**config.mk**
```make
export PLATFORM = sky130hd
export DESIGN_NAME = instruction_fetch_unit
export DESIGN_NICKNAME = d
export VERILOG_FILES = /design/src/rtl/instruction_fetch_unit.sv
export SDC_FILE = /design/constraint.sdc
export NUM_CORES = 1
export LEC_CHECK = 0
export ABC_AREA = 1
export CAP_MARGIN = 20
export CORE_AREA = 2 2 125 151
export CTS_CLUSTER_DIAMETER = 200
export DETAILED_ROUTE_END_ITERATION = 10
export DIE_AREA = 0 0 127 153
export GPL_TIMING_DRIVEN = 0
export HOLD_SLACK_MARGIN = 0.05
export PLACE_DENSITY = 0.8
export SYNTH_ARGS = -nofsm -noshare
export SYNTH_HDL_FRONTEND = slang
export SYNTH_SLANG_ARGS = --single-unit
```
**constraint.sdc**
```tcl
create_clock -name clk_in -period 2.1 [get_ports clk_in]
set_clock_uncertainty 0.15 [all_clocks]
set_input_delay 0.42 -clock clk_in [delete_from_list [all_inputs] [get_ports clk_in]]
set_output_delay 0.42 -clock clk_in [all_outputs]
set_load 0.02 [all_outputs]
```
**src/rtl/instruction_fetch_unit.sv**
```systemverilog
// rtl/instruction_fetch_unit.sv - in-order instruction fetch stage with IF/ID register
// Tracks a memory handshake across stalls and branch redirects; one word per cycle when memory has no wait states.
module instruction_fetch_unit #(
    parameter logic [31:0] RESET_PC = 32'h0000_0000
) (
    input  logic        clk_in,
    input  logic        reset_in,
    input  logic        stall_in,
    input  logic        branch_taken_in,
    input  logic [31:0] branch_target_in,
    input  logic        imem_ready_in,
    input  logic [31:0] imem_data_in,
    output logic        imem_req_out,
    output logic [31:0] imem_addr_out,
    output logic [31:0] IR_out,
    output logic [31:0] PC_out,
    output logic        valid_out
);

    typedef enum logic [1:0] {
        FETCH   = 2'd0,
        HOLD    = 2'd1,
        DISCARD = 2'd2
    } state_t;

    state_t      state_q, state_d;
    logic [31:0] pc_q, pc_d;
    logic [31:0] ir_q, ir_d;
    logic [31:0] pc_id_q, pc_id_d;
    logic        valid_q, valid_d;
    logic [31:0] hold_word_q, hold_word_d;
    logic [31:0] hold_pc_q, hold_pc_d;
    logic [31:0] saved_target_q, saved_target_d;

    logic [31:0] target_aligned;
    logic [31:0] pc_inc;

    assign target_aligned = {branch_target_in[31:2], 2'b00};
    assign pc_inc         = pc_q + 32'd4;

    always_comb begin
        state_d        = state_q;
        pc_d           = pc_q;
        ir_d           = ir_q;
        pc_id_d        = pc_id_q;
        valid_d        = valid_q;
        hold_word_d    = hold_word_q;
        hold_pc_d      = hold_pc_q;
        saved_target_d = saved_target_q;

        case (state_q)
            FETCH: begin
                if (branch_taken_in) begin
                    valid_d = 1'b0;
                    ir_d    = 32'd0;
                    if (imem_ready_in) begin
                        pc_d = target_aligned;
                    end else begin
                        // Request is still in flight; its response must be swallowed first.
                        saved_target_d = target_aligned;
                        state_d        = DISCARD;
                    end
                end else if (stall_in) begin
                    if (imem_ready_in) begin
                        hold_word_d = imem_data_in;
                        hold_pc_d   = pc_q;
                        pc_d        = pc_inc;
                        state_d     = HOLD;
                    end
                end else if (imem_ready_in) begin
                    ir_d    = imem_data_in;
                    pc_id_d = pc_q;
                    valid_d = 1'b1;
                    pc_d    = pc_inc;
                end else begin
                    valid_d = 1'b0;
                    ir_d    = 32'd0;
                end
            end
            HOLD: begin
                if (branch_taken_in) begin
                    pc_d    = target_aligned;
                    valid_d = 1'b0;
                    ir_d    = 32'd0;
                    state_d = FETCH;
                end else if (!stall_in) begin
                    ir_d    = hold_word_q;
                    pc_id_d = hold_pc_q;
                    valid_d = 1'b1;
                    state_d = FETCH;
                end
            end
            DISCARD: begin
                valid_d = 1'b0;
                ir_d    = 32'd0;
                if (branch_taken_in) begin
                    saved_target_d = target_aligned;
                end
                if (imem_ready_in) begin
                    pc_d    = branch_taken_in ? target_aligned : saved_target_q;
                    state_d = FETCH;
                end
            end
            default: begin
                state_d = FETCH;
            end
        endcase
    end

    always_ff @(posedge clk_in) begin
        if (reset_in) begin
            state_q        <= FETCH;
            pc_q           <= {RESET_PC[31:2], 2'b00};
            ir_q           <= 32'd0;
            pc_id_q        <= 32'd0;
            valid_q        <= 1'b0;
            hold_word_q    <= 32'd0;
            hold_pc_q      <= 32'd0;
            saved_target_q <= 32'd0;
        end else begin
            state_q        <= state_d;
            pc_q           <= pc_d;
            ir_q           <= ir_d;
            pc_id_q        <= pc_id_d;
            valid_q        <= valid_d;
            hold_word_q    <= hold_word_d;
            hold_pc_q      <= hold_pc_d;
            saved_target_q <= saved_target_d;
        end
    end

    assign imem_req_out  = !reset_in && (state_q != HOLD);
    assign imem_addr_out = pc_q;
    assign IR_out        = ir_q;
    assign PC_out        = pc_id_q;
    assign valid_out     = valid_q;

endmodule

```
==> summary.json <==
{
  "grt": {
    "wire_length_of_the_first_global_routing_pass_mm": 48.8,
    "grt_antenna_before_repair": 0,
    "overflow": 0,
    "grt_pass1_vias": 10005,
    "largest_net_degree_at_the_start_of_global_routing": 21,
    "global_route.usage.total": 0.313
  },
  "sta": {
    "worst_hold_slack_across_all_endpoints_ns": 0.0974,
    "layout_min_cycle_time_ns": 2.03,
    "final.period_utilization": 0.966,
    "hold_viol_final": 0,
    "max_slew_margin": 0.562,
    "slew_viol_final": 0,
    "tightestPinTransition_ns": 0.658,
    "fmax_mhz": 493,
    "timing.final.setup_violations": 0
  },
  "pwr": {
    "swShare": 0.376,
    "p_switching_w": 0.00440,
    "internal_power_w": 0.00731,
    "power.sequential.fraction": 0.392,
    "peakVddDrop_mv": 0.600,
    "power_dens_cells_nw_per_um2": 972,
    "total_leakage_power_nw": 4.84,
    "comb_power_share": 0.320,
    "p_clk_frac": 0.288
  },
  "cells_and_area": {
    "finalInstanceArea_um2": 12000,
    "area.growth.synth_to_final_pct": 28.3,
    "design.final.nets": 1661,
    "final_layout_size_suffix_gt1_frac": 0.0887,
    "n_fill_cell": 1616,
    "sequential_cell_area_in_the_final_layout_um2": 3910,
    "multi_input_area_um2": 4850,
    "finalCoreUtilization": 0.670,
    "final_cells": 1825,
    "antenna-diode-count": 0
  },
  "worst_setup_path": {
    "cp.required_ns": 1.53,
    "slowest_delay_ns": 0.35,
    "critical_path_arrival_ns": 1.46,
    "crit_path_start_kind": "register",
    "worstSetupEndpointType": "output port",
    "crit_family": "buffers and inverters",
    "critical_path.n_buffers_inverters": 3,
    "crit_path_max_fanout": 19,
    "critical_path.cell_chain": "inv_2 > ha_4 > buf_8 > nor2_4 > buf_6",
    "setup.reg_to_reg.worst_slack_ns": 0.09,
    "critical_path.slowest_cell": "sky130_fd_sc_hd__dfxtp_4",
    "timing_worst_setup_path_type": "register to output port"
  },
  "cts": {
    "clk_root_buffer_cell": "sky130_fd_sc_hd__clkbuf_16",
    "cts_hold_buffers": 0,
    "cts_inserted_buffers": 17,
    "cts.sink_count": 195,
    "later_pin_clock_latency_in_the_skew_report_ns": 0.44,
    "tritoncts": "built",
    "cts.reportedPaths.clkPinSlew_ns": 0.07,
    "max-clock-path-buffers": 2,
    "ctsHtreeMaxLevel": 4
  },
  "floorplan": {
    "io_pins": 167,
    "core_area_um2": 18000,
    "die_area_um2": 19400,
    "start_util": 0.522,
    "core_rows": 54,
    "die-width_um": 127,
    "die_h_um": 153
  },
  "routing": {
    "route.final.wire_length_mm": 31.0,
    "drt-wirelength-per-cell_um": 17.0,
    "postRouteAntennaNets": 0,
    "detailroute.via_count": 10436,
    "dr.first_iter.drc_count": 987,
    "drt_first_pass_iters": 6,
    "post-route-drc-count": 0,
    "avg_vias_per_cell": 5.72
  },
  "run_status": {
    "run_status": "finished clean"
  },
  "yosys": {
    "top_cell_type_s_share_of_synthesized_area": 0.416,
    "ys_seq_elements": 195,
    "number_of_different_library_cells_in_the_post_synthesis_netlist": 29,
    "async_flop_share": 0,
    "synth.net_count": 1479,
    "syn-instance-count": 1406,
    "synth.yosys.seq_area_share": 0.416,
    "synth.avg_cell_area_um2": 6.68,
    "syn_area_um2": 9390,
    "netlist.top_cell.by_area": "sky130_fd_sc_hd__dfxtp_1",
    "synth-edff-count": 0,
    "ys_warn_count": 0,
    "top_cells_by_area_synth": "sky130_fd_sc_hd__dfxtp_1 (42%), sky130_fd_sc_hd__a21oi_1 (17%), sky130_fd_sc_hd__nand2_1 (12%), sky130_fd_sc_hd__o21ai_0 (9.8%), sky130_fd_sc_hd__nor2_1 (5.4%)",
    "synth.top_cells.by_count": "sky130_fd_sc_hd__a21oi_1 (314), sky130_fd_sc_hd__nand2_1 (303), sky130_fd_sc_hd__dfxtp_1 (195)",
    "synth_ff_type": "sky130_fd_sc_hd__dfxtp_1",
    "most_numerous_cell_in_the_yosys_netlist": "sky130_fd_sc_hd__a21oi_1"
  },
  "flow_run": {
    "timing.max_cap.violations": 0
  },
  "place": {
    "dpl.cell_count": 1793,
    "place_congestion": 0.969,
    "place_area_um2": 11300,
    "hpwlAfterDp_mm": 23.1,
    "portBuffers": 163
  },
  "min_path": {
    "hold_class": "input pin to register"
  }
}
power by group through the flow:
stage / sequential, W / clock [W] / combinational (W)
floorplan: 0.00488 / 0 / 0.00192
global placement: 0.00465 / 0 / 0.00357
detailed placement: 0.00465 / 0 / 0.00362
CTS: 0.00457 / 0.00339 / 0.00364
global route: 0.00464 / 0.00356 / 0.00410
finish: 0.00459 / 0.00338 / 0.00375
path summary, 6_finish.rpt:
| path | startpoint | end | cells after the start |
|---|---|---|---|
| worst min-delay path | reset_in | state_q[1] | 2 |
| worst max-delay path | state_q[1] | imem_req_out | 5 |
| worst min register to register | saved_target_q[1] | saved_target_q[1] | 2 |
| worst max register to register | state_q[1] | imem_addr_out[17] | 11 |
registers in the layout, summed over array words and instances, names as in the netlist:
name	count
hold_pc_q	32
IR_out	32
imem_addr_out	32
hold_word_q	32
valid_out	1
saved_target_q	32
state_q	2
PC_out	32
metal layers:
layer	wire, um	global-route usage	vias to the layer above	part of all wire
met5	0	0	-	0
met4	1220	0.136	0	0.039
met3	2500	0.0686	97	0.080
met2	15200	0.546	467	0.49
met1	12100	0.368	4812	0.39
li1	-	-	5060	-
cells by family (layout without fill, tap and decap cells):
kind of cell	count (synthesis)	after routing	synth area share
compound gates	517	517	0.279
simple gates	516	516	0.222
flops	195	195	0.416
buf+inv	171	366	0.0754
fa+ha+maj	4	4	0.00533
xor+xnor	3	3	0.00280
what timing repair did:
item | 4_1_cts | 5_1_grt
resized for setup | 57 | 52
endpoints found under the setup margin | 134 | 193
pin swaps | 0 | 1
setup buffers | 2 | 0
worst register-to-register path, delay by kind of cell (launching register included):
| kind | cells | cell delay (ns) |
|---|---|---|
| buf+inv | 4 | 0.50 |
| compound gates | 3 | 0.46 |
| flops | 1 | 0.35 |
| simple gates | 3 | 0.28 |
| fa+ha+maj | 1 | 0.17 |
layout make-up:
cell class / instances / area share
timing repair buffer: 165 / 0.135
sequential: 195 / 0.325
buffer: 97 / 0.0404
tap: 224 / 0.0233
multi-input combinational: 1040 / 0.402
inverter: 72 / 0.0226
clock buffer: 18 / 0.0364
clock inverter: 14 / 0.0150
cells in the final DEF (no fill, tap or decap), types with 17 or more instances in the layout:
master	synthesis	routed
sky130_fd_sc_hd__a21oi_1	314	314
sky130_fd_sc_hd__buf_2	35	28
sky130_fd_sc_hd__clkbuf_1	48	32
sky130_fd_sc_hd__clkbuf_16	0	17
sky130_fd_sc_hd__clkbuf_2	3	19
sky130_fd_sc_hd__clkdlybuf4s50_1	0	132
sky130_fd_sc_hd__dfxtp_1	195	191
sky130_fd_sc_hd__dlygate4sd2_1	0	25
sky130_fd_sc_hd__inv_1	63	61
sky130_fd_sc_hd__nand2_1	303	300
sky130_fd_sc_hd__nand3_1	56	56
sky130_fd_sc_hd__nor2_1	134	131
sky130_fd_sc_hd__o21ai_0	183	182
stage by stage:
step	TNS [ns]	worst slack (ns)	total power (W)
floorplan	0	0.0687	0.00680
global placement	-34.84	-0.583	0.00822
detailed placement	-36.34	-0.601	0.00827
CTS	-0.0614	-0.0443	0.0116
global route	-0.00639	-0.00358	0.0123
finish	0	0.0707	0.0117
Note: power is estimated with default switching activity, not from simulation.
